$ cat src/rtl/transfer_layer_pkg.sv
// Shared state encodings and header decode for the multi-channel transfer layer.
package transfer_layer_pkg;

    typedef enum logic [2:0] {
        ST_RESET  = 3'd0,
        ST_INIT   = 3'd1,
        ST_IDLE   = 3'd2,
        ST_ACTIVE = 3'd3,
        ST_ERROR  = 3'd4
    } state_e;

    // Destination channel lives in the top ch_w bits of a data_w-bit word.
    function automatic int unsigned ch_of(input logic [63:0] word,
                                          input int unsigned data_w,
                                          input int unsigned ch_w);
        logic [63:0] sh;
        sh = (word >> (data_w - ch_w)) & ((64'd1 << ch_w) - 64'd1);
        return 32'(sh);
    endfunction

endpackage

$ cat src/rtl/fifo_sync.sv
// Single-clock show-ahead FIFO; head word is visible on dout while not empty.
module fifo_sync #(
    parameter int WIDTH = 12,
    parameter int DEPTH = 4
) (
    input  logic                     clk,
    input  logic                     reset,
    input  logic                     push,
    input  logic                     pop,
    input  logic [WIDTH-1:0]         din,
    output logic [WIDTH-1:0]         dout,
    output logic                     full,
    output logic                     empty,
    output logic [$clog2(DEPTH):0]   occupancy,
    output logic                     overflow
);
    localparam int AW = $clog2(DEPTH);

    logic [WIDTH-1:0] mem_q [DEPTH];
    logic [AW-1:0]    wr_ptr_q;
    logic [AW-1:0]    rd_ptr_q;
    logic [AW:0]      occ_q;
    logic             do_push;
    logic             do_pop;

    assign empty     = (occ_q == '0);
    assign full      = (occ_q == (AW+1)'(DEPTH));
    assign occupancy = occ_q;
    assign dout      = mem_q[rd_ptr_q];

    // A pop frees the slot in the same cycle, so push-while-full-with-pop is legal.
    assign do_pop   = pop & ~empty;
    assign do_push  = push & (~full | do_pop);
    assign overflow = push & full & ~do_pop;

    always_ff @(posedge clk or negedge reset) begin
        if (!reset) begin
            wr_ptr_q <= '0;
            rd_ptr_q <= '0;
            occ_q    <= '0;
        end else begin
            if (do_push) wr_ptr_q <= wr_ptr_q + AW'(1);
            if (do_pop)  rd_ptr_q <= rd_ptr_q + AW'(1);
            case ({do_push, do_pop})
                2'b10:   occ_q <= occ_q + (AW+1)'(1);
                2'b01:   occ_q <= occ_q - (AW+1)'(1);
                default: occ_q <= occ_q;
            endcase
        end
    end

    always_ff @(posedge clk) begin
        if (do_push) mem_q[wr_ptr_q] <= din;
    end

endmodule

$ cat src/rtl/transfer_layer_mc.sv
// Routes words from one input FIFO to N_CH output FIFOs by header channel,
// with watermark pause, sticky overflow error and per-channel pop counters.
//
// state     | meaning
// ----------+-----------------------------------------------------------
// ST_RESET  | held in reset; leaves to ST_INIT on first clock after release
// ST_INIT   | waiting for init strobe to latch watermarks
// ST_IDLE   | configured, all FIFOs empty, no push
// ST_ACTIVE | data in flight or being pushed
// ST_ERROR  | overflow seen; dispatch frozen, pops still drain; sticky
module transfer_layer_mc
    import transfer_layer_pkg::*;
#(
    parameter int DATA_W    = 12,
    parameter int N_CH      = 4,
    parameter int IN_DEPTH  = 8,
    parameter int OUT_DEPTH = 4,
    parameter int CNT_W     = 5,
    localparam int CH_W     = $clog2(N_CH),
    localparam int TH_W     = $clog2(OUT_DEPTH) + 1
) (
    input  logic                     clk,
    input  logic                     reset,
    input  logic                     init,
    input  logic [TH_W-1:0]          umbral_bajo,
    input  logic [TH_W-1:0]          umbral_alto,
    input  logic                     push_in,
    input  logic [DATA_W-1:0]        data_in,
    input  logic [N_CH-1:0]          pop_out,
    output logic [N_CH*DATA_W-1:0]   data_out,
    output logic [N_CH-1:0]          empty_out,
    output logic                     pause,
    output logic                     error,
    output logic [2:0]               state,
    input  logic                     req,
    input  logic [CH_W-1:0]          idx,
    output logic                     counter_valid,
    output logic [CNT_W-1:0]         counter_out
);
    state_e              state_q, state_d;
    logic [TH_W-1:0]     th_lo_q, th_hi_q;
    logic                pause_q, pause_d;
    logic                error_q;
    logic [DATA_W-1:0]   data_out_q [N_CH];
    logic [CNT_W-1:0]    count_q [N_CH];
    logic                counter_valid_q;
    logic [CNT_W-1:0]    counter_out_q;

    logic [DATA_W-1:0]   in_head;
    logic                in_full, in_empty, in_ovf;
    logic [$clog2(IN_DEPTH):0] in_occ;
    logic                unused_in_occ;

    logic [DATA_W-1:0]   out_head [N_CH];
    logic [TH_W-1:0]     out_occ [N_CH];
    logic [N_CH-1:0]     out_full, out_empty, out_ovf, out_push, out_pop;

    logic [CH_W-1:0]     head_ch;
    logic                run_st, cfg_st, dispatch, ovf;
    logic                hi_cond, lo_cond;

    assign unused_in_occ = ^in_occ;

    assign run_st   = (state_q == ST_IDLE) || (state_q == ST_ACTIVE);
    assign cfg_st   = run_st || (state_q == ST_ERROR);
    assign head_ch  = CH_W'(ch_of(64'(in_head), DATA_W, CH_W));
    assign dispatch = run_st && !in_empty && !out_full[head_ch];
    assign out_pop  = pop_out & ~out_empty;
    assign ovf      = in_ovf | (|out_ovf);

    fifo_sync #(.WIDTH(DATA_W), .DEPTH(IN_DEPTH)) u_in_fifo (
        .clk       (clk),
        .reset     (reset),
        .push      (push_in),
        .pop       (dispatch),
        .din       (data_in),
        .dout      (in_head),
        .full      (in_full),
        .empty     (in_empty),
        .occupancy (in_occ),
        .overflow  (in_ovf)
    );

    for (genvar k = 0; k < N_CH; k++) begin : g_out
        assign out_push[k] = dispatch && (head_ch == CH_W'(k));
        assign data_out[k*DATA_W +: DATA_W] = data_out_q[k];

        fifo_sync #(.WIDTH(DATA_W), .DEPTH(OUT_DEPTH)) u_out_fifo (
            .clk       (clk),
            .reset     (reset),
            .push      (out_push[k]),
            .pop       (pop_out[k]),
            .din       (in_head),
            .dout      (out_head[k]),
            .full      (out_full[k]),
            .empty     (out_empty[k]),
            .occupancy (out_occ[k]),
            .overflow  (out_ovf[k])
        );
    end

    always_comb begin
        state_d = state_q;
        case (state_q)
            ST_RESET: state_d = ST_INIT;
            ST_INIT:  if (init) state_d = ST_IDLE;
            ST_IDLE, ST_ACTIVE: begin
                if (ovf)
                    state_d = ST_ERROR;
                else if (!in_empty || (out_empty != '1) || push_in)
                    state_d = ST_ACTIVE;
                else
                    state_d = ST_IDLE;
            end
            ST_ERROR: state_d = ST_ERROR;
            default:  state_d = ST_RESET;
        endcase
    end

    // Watermarks are meaningless before configuration, so only input-full pauses then.
    always_comb begin
        hi_cond = in_full;
        lo_cond = !in_full;
        for (int k = 0; k < N_CH; k++) begin
            if (out_occ[k] >= th_hi_q) hi_cond = 1'b1;
            if (out_occ[k] >  th_lo_q) lo_cond = 1'b0;
        end
        pause_d = pause_q;
        if (!cfg_st)
            pause_d = in_full;
        else if (th_lo_q >= th_hi_q)
            pause_d = hi_cond;
        else if (hi_cond)
            pause_d = 1'b1;
        else if (lo_cond)
            pause_d = 1'b0;
    end

    always_ff @(posedge clk or negedge reset) begin
        if (!reset) begin
            state_q         <= ST_RESET;
            th_lo_q         <= '0;
            th_hi_q         <= '0;
            pause_q         <= 1'b0;
            error_q         <= 1'b0;
            counter_valid_q <= 1'b0;
            counter_out_q   <= '0;
            for (int k = 0; k < N_CH; k++) begin
                data_out_q[k] <= '0;
                count_q[k]    <= '0;
            end
        end else begin
            state_q <= state_d;
            pause_q <= pause_d;
            error_q <= error_q | ovf;
            if (init && (state_q == ST_INIT || run_st)) begin
                th_lo_q <= umbral_bajo;
                th_hi_q <= umbral_alto;
            end
            counter_valid_q <= req;
            if (req) counter_out_q <= count_q[idx];
            for (int k = 0; k < N_CH; k++) begin
                if (out_pop[k]) begin
                    data_out_q[k] <= out_head[k];
                    count_q[k]    <= count_q[k] + CNT_W'(1);
                end
            end
        end
    end

    assign empty_out     = out_empty;
    assign pause         = pause_q;
    assign error         = error_q;
    assign state         = state_q;
    assign counter_valid = counter_valid_q;
    assign counter_out   = counter_out_q;

endmodule

$ cat config.mk
export PLATFORM = sky130hd
export DESIGN_NAME = transfer_layer_mc
export DESIGN_NICKNAME = d
export VERILOG_FILES = /design/src/rtl/transfer_layer_pkg.sv /design/src/rtl/fifo_sync.sv /design/src/rtl/transfer_layer_mc.sv
export SDC_FILE = /design/constraint.sdc
export NUM_CORES = 1
export LEC_CHECK = 0
export CORE_MARGIN = 2
export CORE_UTILIZATION = 30
export DETAILED_ROUTE_END_ITERATION = 8
export SETUP_SLACK_MARGIN = 0.1
export SLEW_MARGIN = 20
export SYNTH_ARGS = -nofsm -noshare
export SYNTH_HDL_FRONTEND = slang
export SYNTH_SLANG_ARGS = --single-unit
$ cat constraint.sdc
create_clock -name clk -period 4 [get_ports clk]
set_input_delay 1.2 -clock clk [delete_from_list [all_inputs] [get_ports clk]]
set_output_delay 1.2 -clock clk [all_outputs]
set_load 0.1 [all_outputs]
; ---- Yosys cells after proc, flatten, opt, wreduce, memory -nomap -nowiden
; Memories as Yosys holds them, arrays and structs flattened. A register that Yosys moved wholly into a read port is not among the register bits.
; Cells that the tools add are included.
[word_totals]
ff_bits = 75
latch_bits = 0
mem_bits_rw = 288
rom_bits = 0
inputBits = 29
out_inout_bits = 63
elab_cells = 205
n_memories = 5
[classes]
n_addsub = 24
mul = 0
n_div = 0
order_cmp = 11
eq_ne = 25
shifts = 0
muxes = 36
bitwise_logic = 45
reduce_logical = 33
[memory_table]
columns = name, words, width, read_ports, rd_ports_with_merged_regs, wr, line
row1 = u_in_fifo.mem_q, 8, 12, 1, 0, 1, fifo_sync.sv:19  ; logic [WIDTH-1:0] mem_q [DEPTH];
row2 = g_out[0].u_out_fifo.mem_q, 4, 12, 1, 1, 1, fifo_sync.sv:19
row3 = g_out[1].u_out_fifo.mem_q, 4, 12, 1, 1, 1, fifo_sync.sv:19
row4 = g_out[2].u_out_fifo.mem_q, 4, 12, 1, 1, 1, fifo_sync.sv:19
row5 = g_out[3].u_out_fifo.mem_q, 4, 12, 1, 1, 1, fifo_sync.sv:19
[ops]
columns = op, count
row1 = 1-bit two-way mux, 24
row2 = 3-bit one-hot mux with 2 select lines, 4
row3 = 5-bit by 1-bit adder with 5-bit output (second input constant), 4
row4 = 1-bit AND, 20
row5 = 3-bit by 1-bit adder with 3-bit output (second input constant), 6
row6 = 2-bit by 1-bit adder with 2-bit output (second input constant), 8
row7 = 3-bit equality test (second input constant), 5
row8 = 3-bit >= comparator, 5
row9 = 3-bit logical NOT, 5
row10 = 1-bit NOT, 15
row11 = 2-bit equality test (second input constant), 7
row12 = 2-bit by 1-bit equality test with 1-bit output (second input constant), 6
row13 = 3-bit greater-than comparator, 4
row14 = 3-bit one-hot mux with 4 select lines, 1
row15 = 3-bit by 1-bit subtractor with 3-bit output (second input constant), 4
row16 = 5-bit binary-select mux with 2-bit select, 1
row17 = 5-bit two-way mux, 2
row18 = 2-bit nonzero test, 5
row19 = 4-bit one-hot mux with 2 select lines, 1
row20 = 1-bit logical AND, 7
row21 = 1-bit logical NOT, 7
row22 = 1-bit bitwise OR, 7
row23 = 3-bit by 2-bit equality test with 1-bit output (second input constant), 2
row24 = 3-bit two-way mux, 2
row25 = 18 further kinds, 22

; ---- Logic depth before layout (Yosys ltp)
; Gate-level depths: netlist of the first run.
[depth]
depth_word = 12
ltp_mapped = 15
ltp_nobuf = 13

; ---- Cells and area by module
; A second synthesis of the first run with hierarchy kept.
[hier_totals]
cells_unflattened = 932
area_unflattened_um2 = 17259.1
[by_module_without_submodules]
columns = module, instances, cells_per_inst, area_per_inst_um2, seq_area_each_um2
row1 = fifo_sync (g_out[0].u_out_fifo ...), 3, 102, 2225.9, 1616.6
row2 = fifo_sync (u_in_fifo), 1, 205, 4279.1, 3133.0
row3 = transfer_layer_mc, 1, 305, 4043.9, 2127.0
row4 = fifo_sync (g_out[1].u_out_fifo), 1, 116, 2258.4, 1616.6

; ---- Worst setup path after synthesis of the first run
; OpenSTA, ideal clock, no wires.
[synth_timing]
path_type = register to register
from = reg u_in_fifo.rd_ptr_q[0]
to = mem u_in_fifo.mem_q[0][0], enable pin
setup_time_ps = 412
t_arrival_ps = 3230
setup_slack_ps = 358
path_stages_with_launch = 9
n_path_buf = 2
path_cell_list = dfrtp_1 -> buf_4 -> mux2i_1 -> mux4_2 -> buf_6 -> inv_2 -> mux2i_1 -> o32ai_4 -> nor4_1
[synth_between]
elab_chain_len = 10
[synth_rtl]
columns = item, line
row1 = start: declaration, fifo_sync.sv:21  ; logic [AW-1:0] rd_ptr_q;
row2 = start signal: assignment, fifo_sync.sv:43  ; if (do_pop) rd_ptr_q <= rd_ptr_q + AW'(1);
row3 = memory read 8 x 12 bit, --
row4 = named net g_out[0].u_out_fifo.din[10], fifo_sync.sv:10  ; input logic [WIDTH-1:0] din,
row5 = 1-bit binary-select mux with 2-bit select, transfer_layer_mc.sv:67  ; assign dispatch = run_st && !in_empty && !out_full[head_ch];
row6 = 1-bit two-way mux (implied by the code), transfer_layer_mc.sv:67
row7 = 1-bit logical NOT, transfer_layer_mc.sv:67
row8 = 1-bit logical AND, transfer_layer_mc.sv:67
row9 = 1-bit AND, fifo_sync.sv:32  ; assign do_pop = pop & ~empty;
row10 = 1-bit bitwise OR, fifo_sync.sv:33  ; assign do_push = push & (~full | do_pop);
row11 = 1-bit AND, fifo_sync.sv:33
row12 = 1-bit two-way mux, fifo_sync.sv:53  ; if (do_push) mem_q[wr_ptr_q] <= din;
row13 = 1-bit two-way mux (implied by the code), fifo_sync.sv:53
row14 = end: declaration, fifo_sync.sv:19
; The timed path passes the listed nets, and every way through them passes these cells. The select of a mux whose other input is x is not followed.

; ---- Worst setup path after layout of the first run
[layout_timing]
from = reg u_in_fifo.rd_ptr_q[0]
to = reg u_in_fifo.occ_q[2], in the netlist u_in_fifo.occupancy[2]
[layout_between]
elab_chain_len = 10
elab_cells_between_ends = 12
classes_between = eq/ne: 2 / mux: 3 / bitwise: 3 / reduce/logical: 3 / memory: 1
[layout_rtl]
columns = item, line
row1 = memory read 8 x 12 bit (*), --
row2 = named net g_out[0].u_out_fifo.din[10], fifo_sync.sv:10
row3 = 1-bit binary-select mux with 2-bit select (*), transfer_layer_mc.sv:67
row4 = 1-bit two-way mux (implied by the code) (*), transfer_layer_mc.sv:67
row5 = 1-bit logical NOT (*), transfer_layer_mc.sv:67
row6 = 1-bit logical AND (*), transfer_layer_mc.sv:67
row7 = 1-bit AND (*), fifo_sync.sv:32
row8 = 1-bit bitwise OR, fifo_sync.sv:33
row9 = 1-bit AND, fifo_sync.sv:33
row10 = 2-bit by 1-bit equality test with 1-bit output / 2-bit equality test (equally long branches), fifo_sync.sv:44  ; case ({do_push, do_pop})
row11 = 4-bit one-hot mux with 2 select lines / 2-bit nonzero test (equally long branches), --
row12 = end signal: assignment, fifo_sync.sv:45  ; 2'b10: occ_q <= occ_q + (AW+1)'(1);
row13 = end signal: assignment, fifo_sync.sv:46  ; 2'b01: occ_q <= occ_q - (AW+1)'(1);
row14 = end signal: assignment, fifo_sync.sv:47  ; default: occ_q <= occ_q;
row15 = end: declaration, fifo_sync.sv:22  ; logic [AW:0] occ_q;
; The timed path passes the listed nets; every way through them passes the cells marked *. The select of a mux whose other input is x is not followed.
; A chain may end at the register's enable or synchronous reset.

==> results of run 1 <==
Yosys cell counts (3+ instances only):
master	count
a21o_1	3
a21oi_1	3
a32o_1	3
and2_1	18
buf_1	12
buf_4	5
clkbuf_1	22
dfrtp_1	123
edfxtp_1	288
fa_1	4
ha_1	56
inv_1	33
inv_2	6
mux2_2	17
mux2i_1	9
mux4_2	76
nand2_1	186
nand2b_1	11
nand3_1	10
nand3b_1	3
nand4_1	10
nor2_1	11
nor2b_1	5
nor3_1	9
nor4_1	4
o21a_1	4
o21ai_0	7
o21ai_1	13
xnor2_1	35
xor2_1	14
sequential cells by signal (all words and copies together), names as in the netlist:
signal / count
g_out.u_out_fifo.mem_q: 192
u_in_fifo.mem_q: 96
data_out: 48
count_q: 20
g_out.u_out_fifo.occupancy: 12
g_out.u_out_fifo.rd_ptr_q: 8
g_out.u_out_fifo.wr_ptr_q: 8
counter_out: 5
u_in_fifo.occupancy: 4
state: 3
th_hi_q: 3
th_lo_q: 3
u_in_fifo.rd_ptr_q: 3
u_in_fifo.wr_ptr_q: 3
counter_valid: 1
error: 1
pause: 1
layer usage:
| metal | track usage [%] | vias to the layer above |
|---|---|---|
| met4 | 3.54 | 8 |
| li1 | - | 4025 |
| met2 | 20.8 | 158 |
| met3 | 2.53 | 58 |
| met5 | 0 | - |
| met1 | 16.0 | 4480 |
final timing paths:
kind	startpoint	end	slack (ns)	cells past startpoint
min in group asynchronous	reset	data_out[34]	0.60	1
worst min register to register	error	error	0.47	1
worst min-delay path	error	error	0.47	1
max in group asynchronous	reset	data_out[10]	2.68	2
worst max register to register	u_in_fifo.rd_ptr_q[0]	u_in_fifo.occupancy[2]	0.67	13
worst max-delay path	u_in_fifo.rd_ptr_q[0]	u_in_fifo.occupancy[2]	0.67	13
through the flow:
stage          hold slack [ns]  instances
2_1_floorplan            0.440       1025
3_3_place_gp             0.453       1852
3_5_place_dp             0.462       1852
4_1_cts                  0.478       1932
5_1_grt                  0.490       1932
6_report                 0.468       1932
cells by family (layout without fill, tap and decap cells):
logic type	Yosys count	in the layout
AND/OR/NAND/NOR	279	279
multiplexers	105	105
XOR/XNOR	49	49
flip-flops	411	411
buffers and inverters	80	239
adder cells (fa/ha/maj)	60	60
AO/OA/AOI/OAI	41	41
final cells by class:
class / instances / share of cell area [%]
Sequential cell: 411 / 58.8
Clock inverter: 21 / 0.608
Tap cell: 748 / 4.69
Inverter: 39 / 0.734
Clock buffer: 59 / 5.79
Multi-Input combinational cell: 534 / 24.1
Timing Repair Buffer: 120 / 5.31
placed cells by master, fill, tap and decap left out, types with 9 or more instances in the layout:
| master | count |
|---|---|
| mux2i_1 | 9 |
| mux2_2 | 17 |
| nand3_1 | 10 |
| clkdlybuf4s50_1 | 57 |
| nand4_1 | 10 |
| buf_4 | 61 |
| xor2_1 | 14 |
| o21ai_1 | 13 |
| xnor2_1 | 35 |
| nand2_1 | 186 |
| clkbuf_1 | 14 |
| nor3_1 | 9 |
| inv_1 | 33 |
| nand2b_1 | 11 |
| clkbuf_16 | 43 |
| nor2_1 | 11 |
| edfxtp_1 | 288 |
| dfrtp_1 | 123 |
| and2_1 | 18 |
| ha_1 | 56 |
| mux4_2 | 76 |
==> summary.txt, run 1 <==
Cells and area
  – Reg area: 11,700 µm²
  – Area grow syn2layout: 18.4%
  – Layout Utilization: 36.1%
  – Proportion of layout cells with a drive suffix above 1: 19.5%
  – Design Area, Final: 20,000 µm²
  – Antenna cell count: 0
  – # nets final: 1,238
  – Area of the multi-input gates: 4800 µm²
  – FILL cells: 5,216

Yosys
  – Synth unique cells: 49
  – EDFF count, synth: 288
  – Synth area leaders: edfxtp_1, dfrtp_1, mux4_2, ha_1, nand2_1
  – Cell taking the most area after synthesis: edfxtp_1
  – Avg Cell Area, Syn: 16.4 µm²
  – Synth warn: 0
  – Post-Synth Simple-Gate Area: 7.49%
  – Top_reg_cell synth: edfxtp_1
  – Adder-cell share of the synthesized area: 4.63%
  – FF+latch count, synth: 411
  – Syn Inst Count: 1,025
  – Compound-Gate Fraction of Synth Area: 1.69%
  – Syn Std Cell Area: 16,800 µm²
  – Syn Nets: 1,114
  – Asr flop ratio synth: 29.9%
  – Main combinational cell family by area after synthesis: multiplexers
  – Multiplexer share of the synthesized area: 12.1%
  – XOR/XNOR Fraction of Synth Area: 2.55%
  – Sequential area share after synthesis: 69.6%
  – Yosys top cell area share: 51.3%

Global route
  – Grt ovf: 0
  – Initial antenna violation count: 4
  – Vias in the first global route: 9,165
  – Total GRT Usage: 12.3%
  – Largest net degree at the start of global routing: 54
  – Global-route wire length before repair: 54,000 µm

Detailed routing
  – DRT met1 WL: 14,900 µm
  – Pre-antenna DRT Iters: 4
  – Post-DR vias/cell: 4.52
  – Starting DRT DRC Count: 411
  – # DRC: 0
  – Uppermost layer routed: met5
  – ANT nets after route: 0
  – Routed WL per cell: 17.9 µm
  – Total number of vias: 8,729
  – Met2 WL: 17,000 µm
  – Met3 WL: 1910 µm
  – Final WL: 34,500 µm

Clocking
  – Skew-Pair Late Insertion Delay: 0.57 ns
  – Total CTS buffers: 43
  – Setup bufs post-CTS: 0
  – Clock Tree Buf Depth: 3
  – Reg clk slew, reported paths: 0.06 ns
  – CTS tree: yes
  – PostCTS Resize Cnt: 0
  – Depth of the CTS H-tree: 2
  – Hold-fix buffers, CTS: 0
  – Clk sinks: 411
  – Root Driver: clkbuf_16

Run status
  – Status: finished, final reports clean

STA
  – RSZ-0062 raised after global routing: false
  – Fin. max-slew vios: 0
  – Final worst path period need: 3.33 ns
  – Clock skew: 0.0211 ns
  – Least-Margin Pin Slew: 0.992 ns
  – Setup_tns: 0 ns
  – Tcrit/Tclk final: 83.2%
  – Final WS setup: 0.670 ns
  – Final Setup Violations: 0
  – Final hold violations: 0
  – Relative slew margins: 33.6%
  – Max frequency: 300 MHz

Critical path
  – Startpoint class of the critical path: register
  – Most frequent CP cell: xor2_1
  – Buffers and inverters on the worst path: 1
  – Setup CP Type: register to register
  – Slowest cell on crit path: mux4_2
  – CP cell instances: mux2i_1 -> mux4_2 -> inv_2 -> mux2i_1 -> o32ai_4 -> or2_4 -> ha_1 -> xor2_1 -> ha_1 -> a21oi_1 -> xor2_1 -> nor2_1 -> xor2_1
  – CP delay by family, top: multiplexers
  – Slowest stage delay, CP: 0.62 ns
  – CP Capture Type: register
  – Critical path required time: 4.44 ns
  – Worst Path Max Fanout: 8
  – CP arrival: 3.77 ns

Floorplan
  – Rows: 86
  – Core area: 55,300 µm²
  – Initial cell density of the core: 30.5%
  – Die width: 241 µm
  – Die footprint: 58,100 µm²
  – Height of the die: 241 µm
  – Ports: 92

Placement
  – Placed Area: 18,700 µm²
  – Port bufs: 91
  – Final GP Congestion: 0.732
  – HPWL after DPL: 22,400 µm
  – Post-place setup slack: 0.665 ns

Run
  – Max-cap violations: 0

Min path
  – Min-Delay Path Class: register to register
Power of run 1 is left out: the tool's default activity adds up to more than one toggle a clock period on the data nets, which glitch-free logic cannot reach.
==> inputs of run 2 (changes only) <==
==> constraint.sdc (replaced) <==
create_clock -name clk -period 2.98 [get_ports clk]
set_input_delay 0.894 -clock clk [delete_from_list [all_inputs] [get_ports clk]]
set_output_delay 0.894 -clock clk [all_outputs]
set_load 0.1 [all_outputs]
==> summary.txt, run 2 (same netlist as run 1, synthesis figures left out) <==
Placement
  – HPWL after DPL: 22,600 µm
  – Final GP Congestion: 0.737
  – Port bufs: 91
  – Placed Area: 19,000 µm²
  – Placed cells: 1,878

Cells and area
  – Fin cells: 1,965
  – Most common cell after layout, fill and taps aside: edfxtp_1
  – # nets final: 1,267
  – Area grow syn2layout: 22.3%
  – Most frequent cells in the layout: edfxtp_1, nand2_1, dfrtp_1
  – Most flops, register: g_out.u_out_fifo.mem_q
  – Proportion of layout cells with a drive suffix above 1: 26.3%
  – Design Area, Final: 20,600 µm²
  – Max reg flops: 192

Run status
  – Status: finished, final reports clean

Run
  – Max-cap violations: 0

Critical path
  – CP cell instances: mux4_2 -> mux2_4 -> or2_4 -> o32ai_4 -> or2_4 -> ha_4 -> xor2_1 -> ha_2 -> a21oi_2 -> xor2_1 -> nor2_1 -> xor2_1
  – CP Capture Type: register
  – Slowest cell on crit path: mux4_2
  – Reg2reg setup slack: 0.05 ns
  – Worst Path Max Fanout: 6
  – FF-to-FF Start: u_in_fifo.rd_ptr_q[1]
  – Slowest stage delay, CP: 0.51 ns
  – R2r worst-path depth: 12
  – Critical path required time: 3.47 ns
  – Setup CP Type: register to register
  – Most frequent CP cell: xor2_1
  – Startpoint class of the critical path: register
  – CP arrival: 3.42 ns
  – Critical R2R Capture: u_in_fifo.occupancy[2]

Detailed routing
  – ANT nets after route: 0
  – Post-DR vias/cell: 4.47
  – Total number of vias: 8,780
  – Routed WL per cell: 17.7 µm
  – # DRC: 0
  – Starting DRT DRC Count: 496
  – Pre-antenna DRT Iters: 5
  – Final WL: 34,900 µm

STA
  – Final worst path period need: 2.93 ns
  – Clock skew: 0.0139 ns
  – Relative slew margins: 42.9%
  – RSZ-0062 raised after global routing: true
  – Max frequency: 342 MHz
  – Final hold violations: 0
  – Fin. max-slew vios: 0
  – Least-Margin Pin Slew: 0.856 ns
  – Final Setup Violations: 0
  – Tcrit/Tclk final: 98.2%

Global route
  – Vias in the first global route: 9,234
  – Initial antenna violation count: 2
  – Total GRT Usage: 12.3%
  – Global-route wire length before repair: 53,700 µm
  – Largest net degree at the start of global routing: 57
  – Grt ovf: 0

Clocking
  – Depth of the CTS H-tree: 2
  – Hold-fix buffers, CTS: 0
  – Total CTS buffers: 45
  – Reg clk slew, reported paths: 0.06 ns
  – CTS tree: yes
  – Skew-Pair Late Insertion Delay: 0.57 ns
  – Clk sinks: 411
  – Clock Tree Buf Depth: 3
  – Root Driver: clkbuf_16

Floorplan
  – Die footprint: 58,100 µm²
  – Height of the die: 241 µm
  – Core area: 55,300 µm²
  – Die width: 241 µm
  – Initial cell density of the core: 30.5%
  – Ports: 92
  – Rows: 86

Min path
  – Min-Delay Path Class: input port to async pin
[run 2: cell types whose count changed in the layout (fill, tap and decap cells not counted), sizes merged]
cell,delta
bufinv,+7
inv,-3
buf,+57
clkinv,-2
clkdlybuf4s50,-30
clkbuf,+3
diode,+2
clkinvlp,-1
[run 2: how the worst max path moves through the flow]
stage,startpoint,endpoint,slack (ns),depth (start not counted)
global route,u_in_fifo.rd_ptr_q[1],u_in_fifo.occupancy[2],-0.09,12
global placement,u_in_fifo.rd_ptr_q[1],u_in_fifo.occupancy[2],-0.03,12
floorplan,u_in_fifo.rd_ptr_q[1],u_in_fifo.occupancy[2],-0.14,13
finish,u_in_fifo.rd_ptr_q[1],u_in_fifo.occupancy[2],0.05,12
detailed placement,u_in_fifo.rd_ptr_q[1],u_in_fifo.occupancy[2],-0.02,12
CTS,u_in_fifo.rd_ptr_q[1],u_in_fifo.occupancy[2],0.04,12
[run 2: worst max-delay path: cells and delay by family, from the launching register on]
kind / cells / cell delay, ns
xor gates and xnor gates: 3 / 0.43
adders and majority gates: 2 / 0.31
and+or+nand+nor: 3 / 0.53
DFF: 1 / 0.43
muxes: 2 / 0.82
AOI/OAI and AO/OA: 2 / 0.31
[run 2: layout make-up]
cell class	count	area [µm²]
well taps	748	936
fillers	5177	34700
inverters	39	154
repair buffers	147	1310
clock buffers	62	1240
clock inverters	22	318
flip-flops and latches	411	11700
diodes	2	5.00
multi-input cells	534	4900
[run 2: repair_timing]
item | CTS | global route
gates resized for setup | 4 | 16
setup endpoints to repair | 74 | 36
endpoints found under the hold margin | 0 | 0
setup buffers | 1 | 0
pin swaps | 2 | 4
[run 2: metal layers]
metal	up-vias	track usage, %	wire length, µm
met1	4488	15.9	15400
li1	4091	-	-
met3	54	2.48	1680
met5	-	0	8
met4	2	3.76	693
met2	145	20.9	17100
[run 2: per-stage QoR]
stage | setup TNS (ns) | hold slack (ns) | utilization, % | worst slack, ns
2_1_floorplan | -1.46 | 0.440 | - | -0.137
3_3_place_gp | -0.0321 | 0.457 | 34.3 | -0.0321
3_5_place_dp | -0.0224 | 0.465 | 34.3 | -0.0224
4_1_cts | 0 | 0.280 | 37.1 | 0.0380
5_1_grt | -0.192 | 0.304 | 37.2 | -0.0896
6_report | 0 | 0.291 | 37.2 | 0.0531
Power of run 2 is left out for the same reason.
